==> src/rtl/rf_pkg.sv <==
// Shared widths, requester indices and the write-request record for the
// register-file write arbiter.
package rf_pkg;

  localparam int DATA_W   = 16;
  localparam int ADDR_W   = 4;
  localparam int NUM_REGS = 16;

  localparam logic REQ_ALU = 1'b0;
  localparam logic REQ_LD  = 1'b1;

  typedef struct packed {
    logic [ADDR_W-1:0] wreg;
    logic [DATA_W-1:0] data;
  } rf_wr_t;

endpackage

==> src/rtl/rf_scoreboard.sv <==
// Pending-write scoreboard: one bit per register, set on issue, cleared on
// commit, wiped on flush; decode reads it through the hazard lookup.
module rf_scoreboard
  import rf_pkg::*;
#(
  parameter int ADDR_W   = rf_pkg::ADDR_W,
  parameter int NUM_REGS = rf_pkg::NUM_REGS
) (
  input  logic                clk,
  input  logic                rst,
  input  logic                issue_valid,
  input  logic [ADDR_W-1:0]   issue_reg,
  input  logic                flush,
  input  logic                wr_en,
  input  logic [ADDR_W-1:0]   wr_reg,
  input  logic [ADDR_W-1:0]   chk_reg1,
  input  logic [ADDR_W-1:0]   chk_reg2,
  output logic                hazard,
  output logic [NUM_REGS-1:0] pend_mask
);

  logic [NUM_REGS-1:0] pend_next;

  // Next-state per register: flush beats everything, then a fresh issue beats a commit.
  always_comb begin
    pend_next = pend_mask;
    for (int r = 0; r < NUM_REGS; r++) begin
      if (flush) begin
        pend_next[r] = 1'b0;
      end else if (issue_valid && (issue_reg == ADDR_W'(r))) begin
        pend_next[r] = 1'b1;
      end else if (wr_en && (wr_reg == ADDR_W'(r))) begin
        pend_next[r] = 1'b0;
      end else begin
        pend_next[r] = pend_mask[r];
      end
    end
  end

  // Scoreboard state register.
  always_ff @(posedge clk or posedge rst) begin
    if (rst) begin
      pend_mask <= {NUM_REGS{1'b0}};
    end else begin
      pend_mask <= pend_next;
    end
  end

  assign hazard = pend_mask[chk_reg1] | pend_mask[chk_reg2];

endmodule

==> src/rtl/rf_write_arbiter.sv <==
// Two-requester arbiter for the register-file write port with a registered
// write stage and pending-write scoreboard. Build option: RF_WARB_ROUND_ROBIN_EN.
module rf_write_arbiter
  import rf_pkg::*;
#(
  parameter int DATA_W   = rf_pkg::DATA_W,
  parameter int ADDR_W   = rf_pkg::ADDR_W,
  parameter int NUM_REGS = rf_pkg::NUM_REGS
) (
  input  logic                clk,
  input  logic                rst,
  input  logic                req0_valid,
  output logic                req0_ready,
  input  logic [ADDR_W-1:0]   req0_reg,
  input  logic [DATA_W-1:0]   req0_data,
  input  logic                req1_valid,
  output logic                req1_ready,
  input  logic [ADDR_W-1:0]   req1_reg,
  input  logic [DATA_W-1:0]   req1_data,
  input  logic                issue_valid,
  input  logic [ADDR_W-1:0]   issue_reg,
  input  logic                flush,
  input  logic [ADDR_W-1:0]   chk_reg1,
  input  logic [ADDR_W-1:0]   chk_reg2,
  output logic                hazard,
  output logic [NUM_REGS-1:0] pend_mask,
  output logic                rf_we,
  output logic [ADDR_W-1:0]   rf_wreg,
  output logic [DATA_W-1:0]   rf_wdata
);

  logic   xfer;
  rf_wr_t sel;

`ifdef RF_WARB_ROUND_ROBIN_EN
  logic rr_ptr;

  // Round-robin grant: preferred requester wins a collision.
  always_comb begin
    if (req0_valid && req1_valid) begin
      req0_ready = (rr_ptr == REQ_ALU);
      req1_ready = (rr_ptr == REQ_LD);
    end else begin
      req0_ready = req0_valid;
      req1_ready = req1_valid;
    end
  end

  // Pointer only rotates when both requesters competed.
  always_ff @(posedge clk or posedge rst) begin
    if (rst) begin
      rr_ptr <= REQ_ALU;
    end else if (req0_valid && req1_valid) begin
      rr_ptr <= ~rr_ptr;
    end else begin
      rr_ptr <= rr_ptr;
    end
  end
`else
  // Fixed priority grant: ALU writeback always wins.
  always_comb begin
    req0_ready = req0_valid;
    req1_ready = req1_valid & ~req0_valid;
  end
`endif

  // Mux the granted request into the write record.
  always_comb begin
    if (req0_ready) begin
      sel = '{wreg: req0_reg, data: req0_data};
    end else begin
      sel = '{wreg: req1_reg, data: req1_data};
    end
  end

  assign xfer = req0_ready | req1_ready;

  // Registered write stage; reset drops any accepted-but-uncommitted write.
  always_ff @(posedge clk or posedge rst) begin
    if (rst) begin
      rf_we    <= 1'b0;
      rf_wreg  <= {ADDR_W{1'b0}};
      rf_wdata <= {DATA_W{1'b0}};
    end else if (xfer) begin
      rf_we    <= 1'b1;
      rf_wreg  <= sel.wreg;
      rf_wdata <= sel.data;
    end else begin
      rf_we    <= 1'b0;
      rf_wreg  <= rf_wreg;
      rf_wdata <= rf_wdata;
    end
  end

  rf_scoreboard #(
    .ADDR_W   (ADDR_W),
    .NUM_REGS (NUM_REGS)
  ) u_scoreboard (
    .clk         (clk),
    .rst         (rst),
    .issue_valid (issue_valid),
    .issue_reg   (issue_reg),
    .flush       (flush),
    .wr_en       (rf_we),
    .wr_reg      (rf_wreg),
    .chk_reg1    (chk_reg1),
    .chk_reg2    (chk_reg2),
    .hazard      (hazard),
    .pend_mask   (pend_mask)
  );

endmodule

==> config.mk <==
export PLATFORM = sky130hd
export DESIGN_NAME = rf_write_arbiter
export DESIGN_NICKNAME = d
export VERILOG_FILES = /design/src/rtl/rf_pkg.sv /design/src/rtl/rf_scoreboard.sv /design/src/rtl/rf_write_arbiter.sv
export SDC_FILE = /design/constraint.sdc
export NUM_CORES = 1
export LEC_CHECK = 0
export BUFFER_PORTS_ARGS = -buffer_cell sky130_fd_sc_hd__buf_2
export CORE_MARGIN = 2
export CORE_UTILIZATION = 43
export CTS_BUF_LIST = sky130_fd_sc_hd__clkbuf_4
export DETAILED_ROUTE_END_ITERATION = 10
export GPL_TIMING_DRIVEN = 0
export PLACE_DENSITY_LB_ADDON = 0.3
export SLEW_MARGIN = 20
export SYNTH_ARGS = -nofsm -noshare
export SYNTH_HDL_FRONTEND = slang
export SYNTH_SLANG_ARGS = --single-unit
==> constraint.sdc <==
create_clock -name clk -period 1.6 [get_ports clk]
set_clock_uncertainty 0.2 [all_clocks]
set_input_delay 0.16 -clock clk [delete_from_list [all_inputs] [get_ports clk]]
set_output_delay 0.16 -clock clk [all_outputs]
set_load 0.03 [all_outputs]
# Yosys cells after proc, flatten, opt, wreduce, memory -nomap -nowiden
# Index checks and enable logic that the tools add are counted.
[classes] n_eq_ne=30 n_reduce_logical=50 n_mux=54 bitwise_logic=4 magnitude_cmp=2
[ops] op="4-bit == test, second input constant" count=16
[ops] op="1-bit 2-to-1 mux" count=51
[ops] op="3-bit nonzero test" count=16
[ops] op="4-bit by 3-bit == test with 1-bit output, second input constant" count=8
[ops] op="1-bit logical AND" count=32
[ops] op="20-bit 2-to-1 mux" count=1
[ops] op="4-bit by 2-bit == test with 1-bit output, second input constant" count=4
[ops] op="4-bit by 5-bit less-than comparator with 1-bit output, second input constant" count=2
[ops] op="1-bit binary-select mux with 4-bit select" count=2
[ops] op="4-bit by 1-bit == test with 1-bit output, second input constant" count=2
[ops] op="4-bit logical NOT" count=2
[ops] op="1-bit OR" count=2
[ops] op="1-bit bitwise AND" count=1
[ops] op="1-bit NOT" count=1
[totals] ff_bits=37 inputBits=58 wordCells=159 output_inout_bits=40

# Logic depth before layout (Yosys ltp)
# Gate-level depths: netlist of the first run.
[depth] word_depth=5 depth_mapped=4 mapped_depth_nobuf=4

# Cells and area by module
# Synthesis of the first run repeated with hierarchy kept, for this count alone.
[hier_totals] cells_unflattened=191 hier_area_um2=2019.4
[modules_own_cells] module="rf_scoreboard" n_inst=1 cells_each=99 area_per_inst_um2=1016.0 seq_area_each_um2=400.4
[modules_own_cells] module="rf_write_arbiter" n_inst=1 cells_each=92 area_per_inst_um2=1003.5 seq_area_each_um2=525.5

# Worst setup path before layout of the first run
# No wires, ideal clock.
[synth_path] kind="flip-flop to output port" from="register u_scoreboard.pend_mask[5]" to="output hazard" slack_ns=-0.256 t_required_ns=1.240 n_path_buf=0 t_arrival_ns=1.496 path_stages_with_launch=5 path_cell_list="dfrtp_1 mux4_2 nor2b_4 a211oi_2 o21ai_1"
[synth_between] elab_chain_cells=3 word_cells_on_any_way=5 classes_between="4 x mux; 1 x bitwise"
[synth_rtl] item="start: declaration" line_no="rf_scoreboard.sv:19" text="output logic [NUM_REGS-1:0] pend_mask"
[synth_rtl] item="start signal: assignment" line_no="rf_scoreboard.sv:43" text="pend_mask <= {NUM_REGS{1'b0}};"
[synth_rtl] item="start signal: assignment" line_no="rf_scoreboard.sv:45" text="pend_mask <= pend_next;"
[synth_rtl] item="1-bit binary-select mux with 4-bit select" line_no="rf_scoreboard.sv:49" text="assign hazard = pend_mask[chk_reg1] | pend_mask[chk_reg2];"
[synth_rtl] item="1-bit 2-to-1 mux (not written as such)" line_no="rf_scoreboard.sv:49"
[synth_rtl] item="1-bit OR *" line_no="rf_scoreboard.sv:49"
[synth_rtl] item="end: declaration" line_no="rf_write_arbiter.sv:25" text="output logic hazard,"
# Every way passes the cells marked *; elsewhere a longest branch is shown, timed or not. The select of a mux whose other input is x is not followed.

# Worst setup path after layout of the first run
[layout_path] from="register u_scoreboard.pend_mask[4]" to="output hazard"
# Same word-level chain as after synthesis.

==> reports/qor.txt, run 1 <==
Peak Freq = 462.0 MHz
Setup crit end kind = output pin
Total Power = 2.338 mW
Most frequent cells in the layout = 92 x buf_2, 48 x dlygate4sd3_1, 34 x nand2_1, 31 x o21ai_0, 27 x dfrtp_1
Reg power frac = 0.444
Status = finished, violations left
RSZ-0062 raised after global routing = yes
Final Hold Fails = 1
Synthesized area = 0.001966 mm2
Worst Hold Class = primary input to flop
Core Area = 0.004384 mm2
DRT Wirelength = 6289 um
Hold WS = -0.01845 ns
Worst path arrival time = 1.80 ns
Power Dens Cells = 742.5 mW/mm2
Antenna diodes = 0
Worst VDD drop = 0.0004880 V
Switching share of total power = 0.3028
Critical Path RT = 1.24 ns
Root Buffer = clkbuf_4
Post-Syn Area per Cell = 10.35 um2
Relative slew slack = 0.4930
Placed cell areas = 0.002527 mm2
Failing checks = negative hold slack, negative setup slack
HPWL after DPL = 3887 um
Gr ovfl total = 0
Int Power = 1.630 mW
Commonest non-fill, non-tap cell in the layout = buf_2
Worst-case clock buffer depth = 2
Global-route wire length before repair = 9494 um
Routed vias = 2137
Wire length per cell = 15.84 um
Vias in the first global route = 2102
Drt first-iter violations = 137
Min Tclk post-route = 2.164 ns
Largest net degree at the start of global routing = 38
CTS buffer count = 5
Clock power share = 0.282
Place WS = -0.2695 ns
Die area = 0.005128 mm2
CTS Sinks = 37
Routed vias/inst = 5.383
Htree depth = 2
Buffers on Ports = 95
Post-synthesis cell type count = 26
Post-Layout Cell Count = 397
Final setup vio count = 1
Post-synthesis register bit count = 37
Syn Inst Count = 190
Syn. warnings = 0
Die Y = 71.61 um
Worst setup path class = flop to output pin
Tcrit/Tclk final = 1.353
# IOs = 98
Logic gate share of total power = 0.274
Initial core utilization = 0.4483
Placed Cells = 337
Net Count, Synth = 248
Initial antenna violation count = 0
Worst setup SP type = flop
Nets = 402
Chip width = 71.61 um
Seq/Total Area, Yosys = 0.4710
Area Overhead vs Synth = 60.22%
Leak = 1.539 nW
CTS tree = yes
Max FO, Critical Path = 4
Remaining antenna violation count = 0
Routability congestion estimate = 0.8574
DRC violations left = 0
Reg clk slew, reported paths = 0.12 ns
Slew at the pin with the worst max-slew slack = 0.7594 ns
Layout cells sized above 1 = 0.3942
MaxCap Viol Count = 0
Router iterations before antenna repair = 5
Pins over their slew limit = 0
Post-route cell area = 0.003149 mm2
Worst Slack Setup Final = -0.5645 ns
Tot GR Track Use = 0.2406
Worst skew pair latency = 0.35 ns
FP Rows = 24
Switching Power = 0.7080 mW
flip-flops by register name, summed over array words and instances (netlist names):
register and count:
rf_wdata 16, u_scoreboard.pend_mask 16, rf_wreg 4, rf_we 1
final timing paths:
path	slack (ns)	cells past startpoint	endpoint	start
worst min register to register	0.40	2	u_scoreboard.pend_mask[7]$_DFFE_PP0P_	u_scoreboard.pend_mask[7]$_DFFE_PP0P_
worst min-delay path	-0.02	3	rf_wdata[2]$_DFFE_PP0P_	req1_data[2]
min in group asynchronous	0.29	3	rf_wdata[4]$_DFFE_PP0P_	rst
max in group asynchronous	0.36	3	u_scoreboard.pend_mask[9]$_DFFE_PP0P_	rst
worst max register to register	0.04	3	u_scoreboard.pend_mask[12]$_DFFE_PP0P_	rf_wreg[0]$_DFFE_PP0P_
worst max-delay path	-0.56	5	hazard	u_scoreboard.pend_mask[4]$_DFFE_PP0P_
cell type report:
class,count,area [um2]
Fill cell,325,1235
Multi-Input combinational cell,142,1017
Timing Repair Buffer,147,997.2
Sequential cell,37,938.4
Tap cell,52,65.06
Buffer,10,48.80
Clock buffer,6,45.04
Clock inverter,2,33.78
Inverter,1,3.754
cells in the mapped netlist:
master    count  area share
or2_2         2      0.0064
buf_2         2      0.0051
mux4_2        2       0.023
a21oi_1      16       0.041
o21ai_1       1      0.0025
nand3b_1      2      0.0076
nor2b_1       3      0.0095
clkbuf_1      7       0.013
mux2i_1      23        0.12
dfrtp_1      37        0.47
and3_1        1      0.0032
or3b_2        1      0.0045
and2_1        1      0.0032
o21ai_0      36       0.092
nor3b_1       1      0.0038
nand2_1      34       0.065
inv_1         1      0.0019
and3b_1       1      0.0045
nor2b_4       1      0.0070
nand2b_1      2      0.0064
nand3_1       5       0.013
a211oi_2      1      0.0064
nor2_1        2      0.0038
mux2_2        1      0.0057
mux4_1        6       0.080
buf_4         1      0.0038
cells by family (layout without fill, tap and decap cells):
| group | count (synthesis) | count (layout) | share of synthesized area |
|---|---|---|---|
| DFF | 37 | 37 | 0.4710 |
| muxes | 32 | 32 | 0.2260 |
| and+or+nand+nor | 56 | 56 | 0.1375 |
| buffers and inverters | 11 | 166 | 0.02419 |
| AOI/OAI and AO/OA | 54 | 54 | 0.1413 |
critical path, stage by stage (launching register included):
cell	delay, ns
dfrtp_2	0.45
mux4_2	0.47
nor2b_4	0.15
a211oi_4	0.19
o21ai_4	0.07
buf_6	0.13
per-layer routing:
layer  GRT usage  vias up  part of all wire
met5           0        -                 0
met4      0.1027        0             0.025
met3     0.03094       13             0.061
met2      0.4311       92              0.53
met1      0.2902     1044              0.38
li1            -      988                 -
metrics by stage:
step | TNS (ns) | hold WS (ns) | util
2_1_floorplan | -0.1671 | 0.07209 | -
3_3_place_gp | -3.281 | 0.1680 | 0.5765
3_5_place_dp | -0.2695 | 0.1401 | 0.5765
4_1_cts | -0.9475 | -0.05604 | 0.7083
5_1_grt | -0.6330 | 0.01375 | 0.7183
6_report | -0.5645 | -0.01845 | 0.7183
power groups by stage:
stage	sequential (mW)	combinational [mW]	clock, mW
2_1_floorplan	1.16	0.183	0
3_3_place_gp	1.05	0.480	0
3_5_place_dp	1.05	0.489	0
4_1_cts	1.03	0.611	0.669
5_1_grt	1.05	0.687	0.703
6_report	1.04	0.642	0.659
timing repair:
action,in CTS,in global routing
buffers inserted,0,4
endpoints found under the setup margin,1,14
hold endpoints to repair,73,1
pin swaps,0,3
hold buffers,49,1
gates resized for setup,5,19
Note: power is estimated with default switching activity, not from simulation.
==> run 2: changes to the inputs <==
--- a/config.mk
+++ b/config.mk
@@ -7,7 +7,7 @@
 export LEC_CHECK = 0
 export BUFFER_PORTS_ARGS = -buffer_cell sky130_fd_sc_hd__buf_2
 export CORE_MARGIN = 2
-export CORE_UTILIZATION = 43
+export CORE_UTILIZATION = 40
 export CTS_BUF_LIST = sky130_fd_sc_hd__clkbuf_4
 export DETAILED_ROUTE_END_ITERATION = 10
 export GPL_TIMING_DRIVEN = 0
==> reports/qor.txt, run 2 (synthesized netlist as in run 1, its figures left out) <==
Status = finished, violations left (unchanged)
Failing checks = negative hold slack, negative setup slack (unchanged)
Tcrit/Tclk final = 1.356 (was 1.353)
Root Buffer = clkbuf_4 (unchanged)
# IOs = 98 (unchanged)
Routed vias/inst = 5.049 (was 5.383)
Worst VDD drop = 0.0005384 V (was 0.0004880 V)
Top Family by Delay on Critical Path = multiplexers (unchanged)
Leak = 1.549 nW (was 1.539 nW)
Nets = 403 (was 402)
Worst skew pair latency = 0.34 ns (was 0.35 ns)
CTS tree = yes (unchanged)
Setup TNS = -0.5697 ns (was -0.5645 ns)
Biggest regs = rf_wdata (16), u_scoreboard.pend_mask (16), rf_wreg (4) (unchanged)
Max FO, Critical Path = 4 (unchanged)
Worst-case clock buffer depth = 2 (unchanged)
Worst Slack Setup Final = -0.5697 ns (was -0.5645 ns)
Die area = 0.005491 mm2 (was 0.005128 mm2)
Remaining antenna violation count = 0 (unchanged)
Pins over their slew limit = 0 (unchanged)
Slew at the pin with the worst max-slew slack = 0.4954 ns (was 0.7594 ns)
Worst Path Buf+Inv = 1 (unchanged)
Total Power = 2.156 mW (was 2.338 mW)
HPWL after DPL = 4053 um (was 3887 um)
Worst setup path class = flop to output pin (unchanged)
Peak Freq = 460.9 MHz (was 462.0 MHz)
Final Hold Fails = 2 (was 1)
Initial antenna violation count = 0 (unchanged)
Setup crit end kind = output pin (unchanged)
Wire length per cell = 14.92 um (was 15.84 um)
DRC violations left = 0 (unchanged)
CTS Sinks = 37 (unchanged)
Hold Crit Start = req1_reg[2] (was req1_data[2])
Worst setup SP type = flop (unchanged)
Htree depth = 2 (unchanged)
Routed vias = 2080 (was 2137)
Relative slew slack = 0.6697 (was 0.4930)
MaxCap Viol Count = 0 (unchanged)
Final design utilization = 0.6665 (was 0.7183)
Global-route wire length before repair = 9873 um (was 9494 um)
DRT Wirelength = 6149 um (was 6289 um)
Tot GR Track Use = 0.2388 (was 0.2406)
Reg-to-reg endpoint = rf_wdata[7]$_DFFE_PP0P_ (was u_scoreboard.pend_mask[12]$_DFFE_PP0P_)
Commonest non-fill, non-tap cell in the layout = buf_2 (unchanged)
Worst R2R Start = rf_wdata[7]$_DFFE_PP0P_ (was rf_wreg[0]$_DFFE_PP0P_)
Routability congestion estimate = 0.9411 (was 0.8574)
FP Rows = 25 (was 24)
Die Y = 74.10 um (was 71.61 um)
Power Dens Cells = 684.8 mW/mm2 (was 742.5 mW/mm2)
Chip width = 74.10 um (was 71.61 um)
CP max stage cell = mux4_2 (unchanged)
Hold WS = -0.08452 ns (was -0.01845 ns)
Fillers = 373 (was 325)
Initial core utilization = 0.4162 (was 0.4483)
Drt first-iter violations = 68 (was 137)
Worst Hold Class = primary input to flop (unchanged)
Max incr delay on CP = 0.48 ns (was 0.47 ns)
Final setup vio count = 1 (unchanged)
RSZ-0062 raised after global routing = yes (unchanged)
Crit-path cells = mux4_2, nor2b_4, a211oi_4, o21ai_4, buf_6 (unchanged)
CTS buffer count = 5 (unchanged)
Hold path depth = 3 (unchanged)
Largest net degree at the start of global routing = 27 (was 38)
Vias in the first global route = 2114 (was 2102)
Gr ovfl total = 0 (unchanged)
End point of the worst hold path = rf_wreg[2]$_DFFE_PP0P_ (was rf_wdata[2]$_DFFE_PP0P_)
Most frequent cells in the layout = 94 x buf_2, 46 x dlygate4sd3_1, 35 x o21ai_0, 34 x nand2_1, 27 x dfrtp_1 (was 92 x buf_2, 48 x dlygate4sd3_1, 34 x nand2_1, 31 x o21ai_0, 27 x dfrtp_1)
Buffers on Ports = 95 (unchanged)
Min Tclk post-route = 2.170 ns (was 2.164 ns)
Reg clk slew, reported paths = 0.11 ns (was 0.12 ns)
R2R Setup Slk = 0.04 ns (about the same)
Antenna diodes = 0 (unchanged)
Levels on crit path = 5 (unchanged)
Core Area = 0.004723 mm2 (was 0.004384 mm2)
Router iterations before antenna repair = 4 (was 5)
Critical Path RT = 1.24 ns (about the same)
Area Overhead vs Synth = 60.15% (was 60.22%)
Layout cells sized above 1 = 0.3884 (was 0.3942)
Worst-case reg-to-reg path depth = 3 (unchanged)
Worst path arrival time = 1.81 ns (was 1.80 ns)
-- run 2: worst min-delay path: stages --
cell	delay, ns
buf_2	0.07
mux2i_1	0.05
o21ai_0	0.13
-- run 2: per-stage QoR --
| stage | cells | worst slack (ns) | cell area [um2] |
|---|---|---|---|
| CTS | 409 | -0.6067 | 3112 |
| global placement | 352 | -0.2327 | 2546 |
| global route | 412 | -0.6407 | 3148 |
| detailed placement | 353 | -0.2467 | 2566 |
| finish | 412 | -0.5697 | 3148 |
| floorplan | 190 | -0.1671 | 1987 |
-- run 2: cell type report --
cell class | instances | area, um2 | area share
Multi-Input combinational cell | 142 | 1017 | 0.3231
Timing Repair Buffer | 148 | 1007 | 0.3200
Sequential cell | 37 | 938.4 | 0.2981
Tap cell | 67 | 83.83 | 0.02663
Buffer | 10 | 48.80 | 0.01550
Clock buffer | 6 | 45.04 | 0.01431
Clock inverter | 1 | 3.754 | 0.001192
Inverter | 1 | 3.754 | 0.001192
-- run 2: where the power goes --
group	internal, mW	total, mW	switching, mW
registers	0.993	1.04	0.0439
logic	0.301	0.647	0.347
clock network	0.177	0.472	0.295
-- run 2: worst max-delay path by stage --
stage	end	slack, ns	from
after floorplan	hazard	-0.17	u_scoreboard.pend_mask[9]$_DFFE_PP0P_
after global placement	u_scoreboard.pend_mask[0]$_DFFE_PP0P_	-0.23	rst
after detailed placement	hazard	-0.25	u_scoreboard.pend_mask[4]$_DFFE_PP0P_
after CTS	hazard	-0.61	u_scoreboard.pend_mask[4]$_DFFE_PP0P_
after global routing	hazard	-0.64	u_scoreboard.pend_mask[4]$_DFFE_PP0P_
final	hazard	-0.57	u_scoreboard.pend_mask[4]$_DFFE_PP0P_
-- run 2: what timing repair did --
item                                    in CTS  in global routing
resized for setup                            3                  9
gates cloned                                 0                  0
endpoints found under the setup margin       4                 17
setup buffers                                1                  5
pin swaps                                    0                  1
hold buffers                                48                  0
hold endpoints to repair                    72                  0
-- run 2: metal layers --
metal	GRT usage	vias to the layer above	wire length, um
met3	0.07046	11	433
li1	-	993	-
met2	0.4385	89	3125
met5	0	-	0
met4	0.06667	0	89
met1	0.2685	987	2501
==> run 3: changes to the inputs <==
--- a/config.mk
+++ b/config.mk
@@ -10,9 +10,8 @@
 export CORE_UTILIZATION = 40
 export CTS_BUF_LIST = sky130_fd_sc_hd__clkbuf_4
 export DETAILED_ROUTE_END_ITERATION = 10
-export GPL_TIMING_DRIVEN = 0
+export GPL_TIMING_DRIVEN = 1
 export PLACE_DENSITY_LB_ADDON = 0.3
-export SLEW_MARGIN = 20
 export SYNTH_ARGS = -nofsm -noshare
 export SYNTH_HDL_FRONTEND = slang
 export SYNTH_SLANG_ARGS = --single-unit
==> reports/qor.txt, run 3 (synthesized netlist as in run 1, its figures left out) <==
Status = finished, violations left (unchanged)
Failing checks = negative hold slack, negative setup slack (unchanged)
Pins over their slew limit = 0 (unchanged)
Global-route wire length before repair = 9922 um (was 9873 um)
Reg-to-reg endpoint = rf_wdata[4]$_DFFE_PP0P_ (was rf_wdata[7]$_DFFE_PP0P_)
Setup crit end kind = output pin (unchanged)
Commonest non-fill, non-tap cell in the layout = buf_2 (unchanged)
Total Power = 2.174 mW (was 2.156 mW)
Initial antenna violation count = 0 (unchanged)
Worst VDD drop = 0.0004993 V (was 0.0005384 V)
Worst R2R Start = rf_wdata[4]$_DFFE_PP0P_ (was rf_wdata[7]$_DFFE_PP0P_)
Initial core utilization = 0.4162 (unchanged)
DRC violations left = 0 (unchanged)
Post-route cell area = 0.003299 mm2 (was 0.003148 mm2)
Final design utilization = 0.6985 (was 0.6665)
Leak = 1.638 nW (was 1.549 nW)
Power Dens Cells = 659.0 mW/mm2 (was 684.8 mW/mm2)
Worst setup path class = flop to output pin (unchanged)
Tot GR Track Use = 0.2420 (was 0.2388)
Area Overhead vs Synth = 67.85% (was 60.15%)
Reg power frac = 0.476 (was 0.481)
Slew at the pin with the worst max-slew slack = 0.4682 ns (was 0.4954 ns)
Routed vias = 2139 (was 2080)
Worst Slack Setup Final = -0.5540 ns (was -0.5697 ns)
CTS Sinks = 37 (unchanged)
# IOs = 98 (unchanged)
Remaining antenna violation count = 0 (unchanged)
Clock power share = 0.221 (was 0.219)
Gr ovfl total = 0 (unchanged)
Die Y = 74.10 um (unchanged)
Largest net degree at the start of global routing = 38 (was 27)
Most frequent cells in the layout = 94 x buf_2, 52 x dlygate4sd3_1, 34 x nand2_1, 34 x o21ai_0, 28 x dfrtp_1 (was 94 x buf_2, 46 x dlygate4sd3_1, 35 x o21ai_0, 34 x nand2_1, 27 x dfrtp_1)
R2R Setup Slk = 0.02 ns (was 0.04 ns)
Tcrit/Tclk final = 1.346 (was 1.356)
Hold path depth = 3 (unchanged)
Relative slew slack = 0.6879 (was 0.6697)
Worst setup SP type = flop (unchanged)
Hold WS = -0.02027 ns (was -0.08452 ns)
Drt first-iter violations = 74 (was 68)
Switching share of total power = 0.3184 (was 0.3181)
Worst-case clock buffer depth = 2 (unchanged)
Wire length per cell = 14.58 um (was 14.92 um)
Setup TNS = -0.5540 ns (was -0.5697 ns)
Place WS = -0.2636 ns (was -0.2467 ns)
Die area = 0.005491 mm2 (unchanged)
HPWL after DPL = 4023 um (was 4053 um)
Logic gate share of total power = 0.304 (was 0.300)
Core Area = 0.004723 mm2 (unchanged)
Crit path from = u_scoreboard.pend_mask[14]$_DFFE_PP0P_ (was u_scoreboard.pend_mask[4]$_DFFE_PP0P_)
Switching Power = 0.6923 mW (was 0.6858 mW)
Vias in the first global route = 2160 (was 2114)
RSZ-0062 raised after global routing = yes (unchanged)
Layout cells sized above 1 = 0.4167 (was 0.3884)
Nets = 418 (was 403)
Reg clk slew, reported paths = 0.10 ns (was 0.11 ns)
Worst Hold Class = primary input to flop (unchanged)
Min Tclk post-route = 2.154 ns (was 2.170 ns)
Placed Cells = 366 (was 353)
Root Buffer = clkbuf_4 (unchanged)
Buffers on Ports = 97 (was 95)
Final setup vio count = 1 (unchanged)
CTS buffer count = 5 (unchanged)
Placed cell areas = 0.002703 mm2 (was 0.002566 mm2)
Routability congestion estimate = 0.9201 (was 0.9411)
Routed vias/inst = 5.009 (was 5.049)
Biggest regs = rf_wdata (16), u_scoreboard.pend_mask (16), rf_wreg (4) (unchanged)
Worst skew pair latency = 0.34 ns (about the same)
Worst-case reg-to-reg path depth = 3 (unchanged)
Chip width = 74.10 um (unchanged)
Peak Freq = 464.3 MHz (was 460.9 MHz)
Max FO, Critical Path = 4 (unchanged)
Post-Layout Cell Count = 427 (was 412)
Critical path destination = hazard (unchanged)
DRT Wirelength = 6225 um (was 6149 um)
Router iterations before antenna repair = 4 (unchanged)
Antenna diodes = 0 (unchanged)
Final Hold Fails = 1 (was 2)
Critical Path RT = 1.24 ns (about the same)
Int Power = 1.482 mW (was 1.470 mW)
MaxCap Viol Count = 0 (unchanged)
Worst path arrival time = 1.79 ns (was 1.81 ns)
FP Rows = 25 (unchanged)
Htree depth = 2 (unchanged)
CTS tree = yes (unchanged)
[run 3: cell types whose count changed in the layout (fill, tap and decap cells not counted), sizes merged]
| cell | before | now |
|---|---|---|
| dlygate4sd3 | 46 | 52 |
| clkbuf | 15 | 6 |
| buf | 103 | 121 |
[run 3: area by class of cell]
class | count | area (um2)
clock buffers | 6 | 45.04
clock inverters | 1 | 5.005
fillers | 346 | 1424
inverters | 1 | 3.754
multi-input cells | 142 | 998.5
flip-flops and latches | 37 | 937.1
well taps | 67 | 83.83
repair buffers | 173 | 1226
[run 3: what timing repair did]
action / in CTS / in global routing
pin swaps: 0 / 0
resized for setup: 6 / 8
endpoints found under the setup margin: 1 / 7
hold endpoints to repair: 73 / 0
buffers inserted: 2 / 1
hold buffers: 53 / 0
[run 3: how the worst min path moves through the flow]
stage                 startpoint                                      to  slack, ns
detailed placement           rst  u_scoreboard.pend_mask[13]$_DFFE_PP0P_        0.1
CTS                   req0_valid                 rf_wdata[1]$_DFFE_PP0P_      0.006
finish              req1_data[0]                 rf_wdata[0]$_DFFE_PP0P_      -0.02
floorplan             req0_valid                         rf_we$_DFF_PP0_       0.07
global route          req0_valid                 rf_wdata[1]$_DFFE_PP0P_       0.05
global placement             rst  u_scoreboard.pend_mask[13]$_DFFE_PP0P_       0.09
[run 3: power by group through the flow]
stage,clock network (mW),registers [mW],logic (mW)
after floorplan,0,1.16,0.183
after CTS,0.490,1.03,0.648
final,0.480,1.03,0.661
after global routing,0.524,1.04,0.712
after detailed placement,0,1.05,0.526
after global placement,0,1.05,0.518
[run 3: routing by layer]
layer | routed length, um | vias up | global-route usage | share of wire
met5 | 0 | - | 0 | 0
met4 | 174 | 0 | 0.1111 | 0.028
met3 | 426 | 17 | 0.05962 | 0.068
met2 | 3203 | 98 | 0.4306 | 0.51
met1 | 2422 | 1004 | 0.2730 | 0.39
li1 | - | 1020 | - | -
[run 3: critical path, stage by stage, from the launching register on]
cell and delay (ns):
dfrtp_1 0.43, mux4_1 0.49, mux2i_1 0.17, and2_4 0.18, o21ai_4 0.05, buf_6 0.13
